`src/rtl/fetch_ctrl.sv`:
```
// Program-counter sequencer for the instruction ROM: IDLE -> RUN -> HALTED.
// Chooses the next PC each RUN cycle and counts the cycles spent in RUN.
module fetch_ctrl #(
    parameter int             PC_W       = 16,
    parameter logic [PC_W-1:0] START_ADDR = '0
) (
    input  logic            CLK,
    input  logic            reset_n,
    input  logic            start,
    input  logic            stall,
    input  logic            halt_req,
    input  logic            br_abs,
    input  logic            br_rel,
    input  logic [PC_W-1:0] target,
    input  logic [PC_W-1:0] offset,
    output logic [PC_W-1:0] PC,
    output logic            fetch_valid,
    output logic            done,
    output logic [15:0]     cycle_cnt
);

    localparam logic [1:0] IDLE   = 2'd0;
    localparam logic [1:0] RUN    = 2'd1;
    localparam logic [1:0] HALTED = 2'd2;

    logic [1:0]      state;
    logic [PC_W-1:0] pc_q;
    logic [PC_W-1:0] pc_next;
    logic [15:0]     cnt_q;
    logic [15:0]     cnt_next;

    // Next PC while running; the halting cycle and stalls keep the current address.
    always_comb begin
        pc_next = pc_q;
        if (halt_req || stall) begin
            pc_next = pc_q;
        end else if (br_abs) begin
            pc_next = target;
        end else if (br_rel) begin
            pc_next = pc_q + offset;
        end else begin
            pc_next = pc_q + 1'b1;
        end
    end

    always_comb begin
        cnt_next = cnt_q;
        if (cnt_q != 16'hFFFF) begin
            cnt_next = cnt_q + 16'd1;
        end
    end

    always_ff @(posedge CLK) begin
        if (!reset_n) begin
            state <= IDLE;
            pc_q  <= START_ADDR;
            cnt_q <= 16'd0;
        end else begin
            case (state)
                IDLE, HALTED: begin
                    if (start) begin
                        state <= RUN;
                        pc_q  <= START_ADDR;
                        cnt_q <= 16'd0;
                    end
                end
                RUN: begin
                    cnt_q <= cnt_next;
                    pc_q  <= pc_next;
                    if (halt_req) begin
                        state <= HALTED;
                    end
                end
                default: begin
                    state <= IDLE;
                    pc_q  <= START_ADDR;
                    cnt_q <= 16'd0;
                end
            endcase
        end
    end

    assign PC          = pc_q;
    assign cycle_cnt   = cnt_q;
    assign fetch_valid = (state == RUN);
    assign done        = (state == HALTED);

endmodule

```
`config.mk`:
```
export PLATFORM = sky130hd
export DESIGN_NAME = fetch_ctrl
export DESIGN_NICKNAME = d
export VERILOG_FILES = /design/src/rtl/fetch_ctrl.sv
export SDC_FILE = /design/constraint.sdc
export NUM_CORES = 1
export LEC_CHECK = 0
export ABC_AREA = 0
export BUFFER_PORTS_ARGS = -buffer_cell sky130_fd_sc_hd__clkbuf_2
export CAP_MARGIN = 10
export CORE_UTILIZATION = 45
export DETAILED_ROUTE_END_ITERATION = 8
export PLACE_DENSITY = 0.71
export SYNTH_ARGS = -nofsm -noshare
export SYNTH_HDL_FRONTEND = slang
export SYNTH_SLANG_ARGS = --single-unit
export TNS_END_PERCENT = 10
```
`constraint.sdc`:
```
create_clock -name CLK -period 3.07 [get_ports CLK]
set_input_delay 0.307 -clock CLK [delete_from_list [all_inputs] [get_ports CLK]]
set_output_delay 0.307 -clock CLK [all_outputs]
set_load 0.05 [all_outputs]
```
==> impl_metrics.yaml <==
run_status:
  status: "finished clean"
timing:
  fin_crit_sh: 0.8576
  clock.fmax_mhz: 379.8
  drv_slew: 0
  slew_headroom: 0.5894
  fin_tns_setup_ns: 0
  final.setup.worst_slack_ns: 0.4373
  grt_setup_unrepaired: "no"
  setup_viol: 0
  worst_pin_slew_ns: 0.6142
  skew_ns: 0.009993
  worst_hold_slack_ns: 0.2480
  fin_crit_ns: 2.633
  final_hold_viol_count: 0
synth:
  yosys.area.top_type: "dfxtp_1"
  ys_dominant_reg_cell: "dfxtp_1"
  syn_inst: 270
  syn_area_per_cell_sq_um: 8.402
  synth_commonest_cells: "nor2_1 (36), dfxtp_1 (34), nand2_1 (20)"
  async_flop_share: 0
  ys_warn_count: 0
  synth-edff-count: 0
  synth_area_leaders: "dfxtp_1 (30%), ha_1 (8.8%), nor2_1 (6.0%)"
  synth_area_sq_um: 2268
  synthesis.nets: 326
  synth_top_area_share: 0.3001
  ys_ff_latch: 34
  synth_most_common_cell: "nor2_1"
  yosysSeqAreaShare: 0.3001
  yosysUniqueCellTypes: 50
floorplan:
  num_rows: 25
  die-area_sq_um: 5329
  die_w_microns: 73
  core_area_sq_um: 4786
  pin_count: 73
  initial_core_util: 0.4740
  die_y_microns: 73
final_layout:
  final_core_util: 0.5940
  nNetsFinal: 400
  antennaDiodeCount: 0
  drive_gt1_frac: 0.2754
  final_area_sq_um: 2843
  syn_to_final_growth_pct: 25.32
placement:
  dp_slack_ns: 0.1752
  io_buffers: 72
  place_congestion: 0.8641
  dp_hpwl_microns: 4330
  placed_area_sq_um: 2705
routing:
  drt_iter0_markers: 117
  dr.pass1.iters: 4
  via_per_inst: 5.425
  routed-via-count: 2235
  postRouteAntennaNets: 0
  drc: 0
  routedWlPerCell_microns: 13.38
  drt-total-wl_microns: 5513
critical_path:
  startpoint_type: "flip-flop"
  setup.worst_path.end_class: "flip-flop"
  crit_fanout: 3
  regToRegStartpoint: "PC[0]"
  crit_top_cell: "a311oi_2"
  cp_cell_sequence: "ha_1, fa_1, a21o_1, a311oi_2, o21ai_1, and2_1, a311oi_2, xor2_1, a221oi_1"
  crit_family: "compound AO/OA/AOI/OAI gates"
  critPathMaxStageDelay_ns: 0.41
  worstSetupPathType: "flip-flop to flip-flop"
  worstReg2RegEnd: "PC[14]"
  critPathSlowestCell: "fa_1"
  cp_num_buf_inv: 0
  rr_worst_depth: 9
  crit_cells: 9
  arrival_ns: 2.83
  reg2reg_slack_ns: 0.44
  required_ns: 3.27
clock_network:
  clk_latency_ns: 0.29
  h-tree-depth: 2
  cts.path.max_buffers: 2
  cts_made_buffers: 5
  cts-root-buf: "clkbuf_8"
  post_cts.repair.setup_buffers: 0
  clk_pin_slew_ns: 0.08
  cts.sinks: 34
  cts_hold_buf: 0
  cts_tree: "done"
  post_cts_resized: 0
power:
  ir_drop_mv: 0.2183
  p_per_area_nw_per_um2: 400.5
  leakagePower_nw: 1.306
global_route:
  grt_max_degree: 17
  grt_pass1_vias: 2093
  antenna_found_initial: 0
  gr-total-overflow: 0
  grtUsageTotal: 0.2173
  grt_pass1_wl_microns: 9225
run:
  cap_violations: 0
hold_path:
  holdPathEnd: "PC[5]"
  hold_path_depth: 3
  hold_path.class: "input port to flip-flop"
  min-delay-start: "target[5]"
per-layer routing:
metal | global-route usage | wire [microns] | part of all wire | up-vias
li1 | - | - | - | 1128
met1 | 0.2761 | 2523 | 0.46 | 1039
met2 | 0.3817 | 2703 | 0.49 | 60
met3 | 0.03867 | 242 | 0.044 | 8
met4 | 0.04575 | 44 | 0.0080 | 0
met5 | 0 | 0 | 0 | -
power by group:
group          total (mW)  switching, mW  internal, mW
Clock               0.509          0.184         0.326
Combinational       0.174          0.108        0.0659
Sequential          0.456        0.00814         0.448
Total                1.14          0.300         0.839
logic make-up after synthesis:
family / synth area share
adders and majority gates: 0.09708
DFF: 0.3001
muxes: 0.01324
and+or+nand+nor: 0.2438
xor gates and xnor gates: 0.09653
AOI/OAI and AO/OA: 0.2261
buffers and inverters: 0.02317
worst reg2reg max path, stage by stage (launching register included):
cell	delay (ns)
dfxtp_1	0.35
ha_1	0.24
fa_1	0.41
a21o_1	0.23
a311oi_2	0.32
o21ai_1	0.14
and2_1	0.20
a311oi_2	0.29
xor2_1	0.10
a221oi_1	0.25
registers in the layout, summed over array words and instances, names as in the netlist:
name and flops:
PC 16, cycle_cnt 16, state 2
per-stage QoR:
step                instances  power, mW
floorplan                 270     0.5800
global placement          404     0.6369
detailed placement        404     0.6388
CTS                       412      1.149
global route              412      1.188
finish                    412      1.139
area by class of cell:
cell class | instances | area [sq um]
inverters | 6 | 22.52
repair buffers | 75 | 382.9
flip-flops and latches | 34 | 680.7
multi-input cells | 222 | 1535
well taps | 67 | 83.83
fillers | 463 | 1943
clock inverters | 3 | 68.82
clock buffers | 5 | 68.82
how the worst max path moves through the flow:
stage                 from      to  slack (ns)
detailed placement  br_rel  PC[14]        0.18
CTS                  PC[0]  PC[14]        0.45
floorplan            PC[0]  PC[14]        0.44
finish               PC[0]  PC[14]        0.44
global route         PC[0]  PC[14]        0.25
global placement    br_rel  PC[14]        0.25
cells in the final DEF (no fill, tap or decap), types with 2 or more instances in the layout:
cell / synthesis / layout
a211oi_1: 2 / 2
a21o_1: 4 / 4
a21oi_1: 14 / 14
a222oi_1: 8 / 8
a22oi_1: 4 / 4
a311oi_2: 2 / 2
a31oi_1: 4 / 4
and2_1: 17 / 17
and3_1: 5 / 5
buf_4: 0 / 3
bufinv_16: 0 / 2
clkbuf_2: 0 / 72
clkbuf_8: 0 / 5
dfxtp_1: 34 / 34
ha_1: 16 / 16
inv_1: 5 / 5
mux2i_1: 3 / 3
nand2_1: 20 / 20
nand2b_1: 4 / 4
nand3_1: 11 / 11
nand4_1: 3 / 3
nor2_1: 36 / 36
nor2b_1: 3 / 3
nor3_1: 7 / 7
o21a_1: 2 / 2
o21ai_0: 7 / 7
o22ai_1: 2 / 2
xnor2_1: 10 / 10
xor2_1: 15 / 15
(Power assumes the default switching activity.)
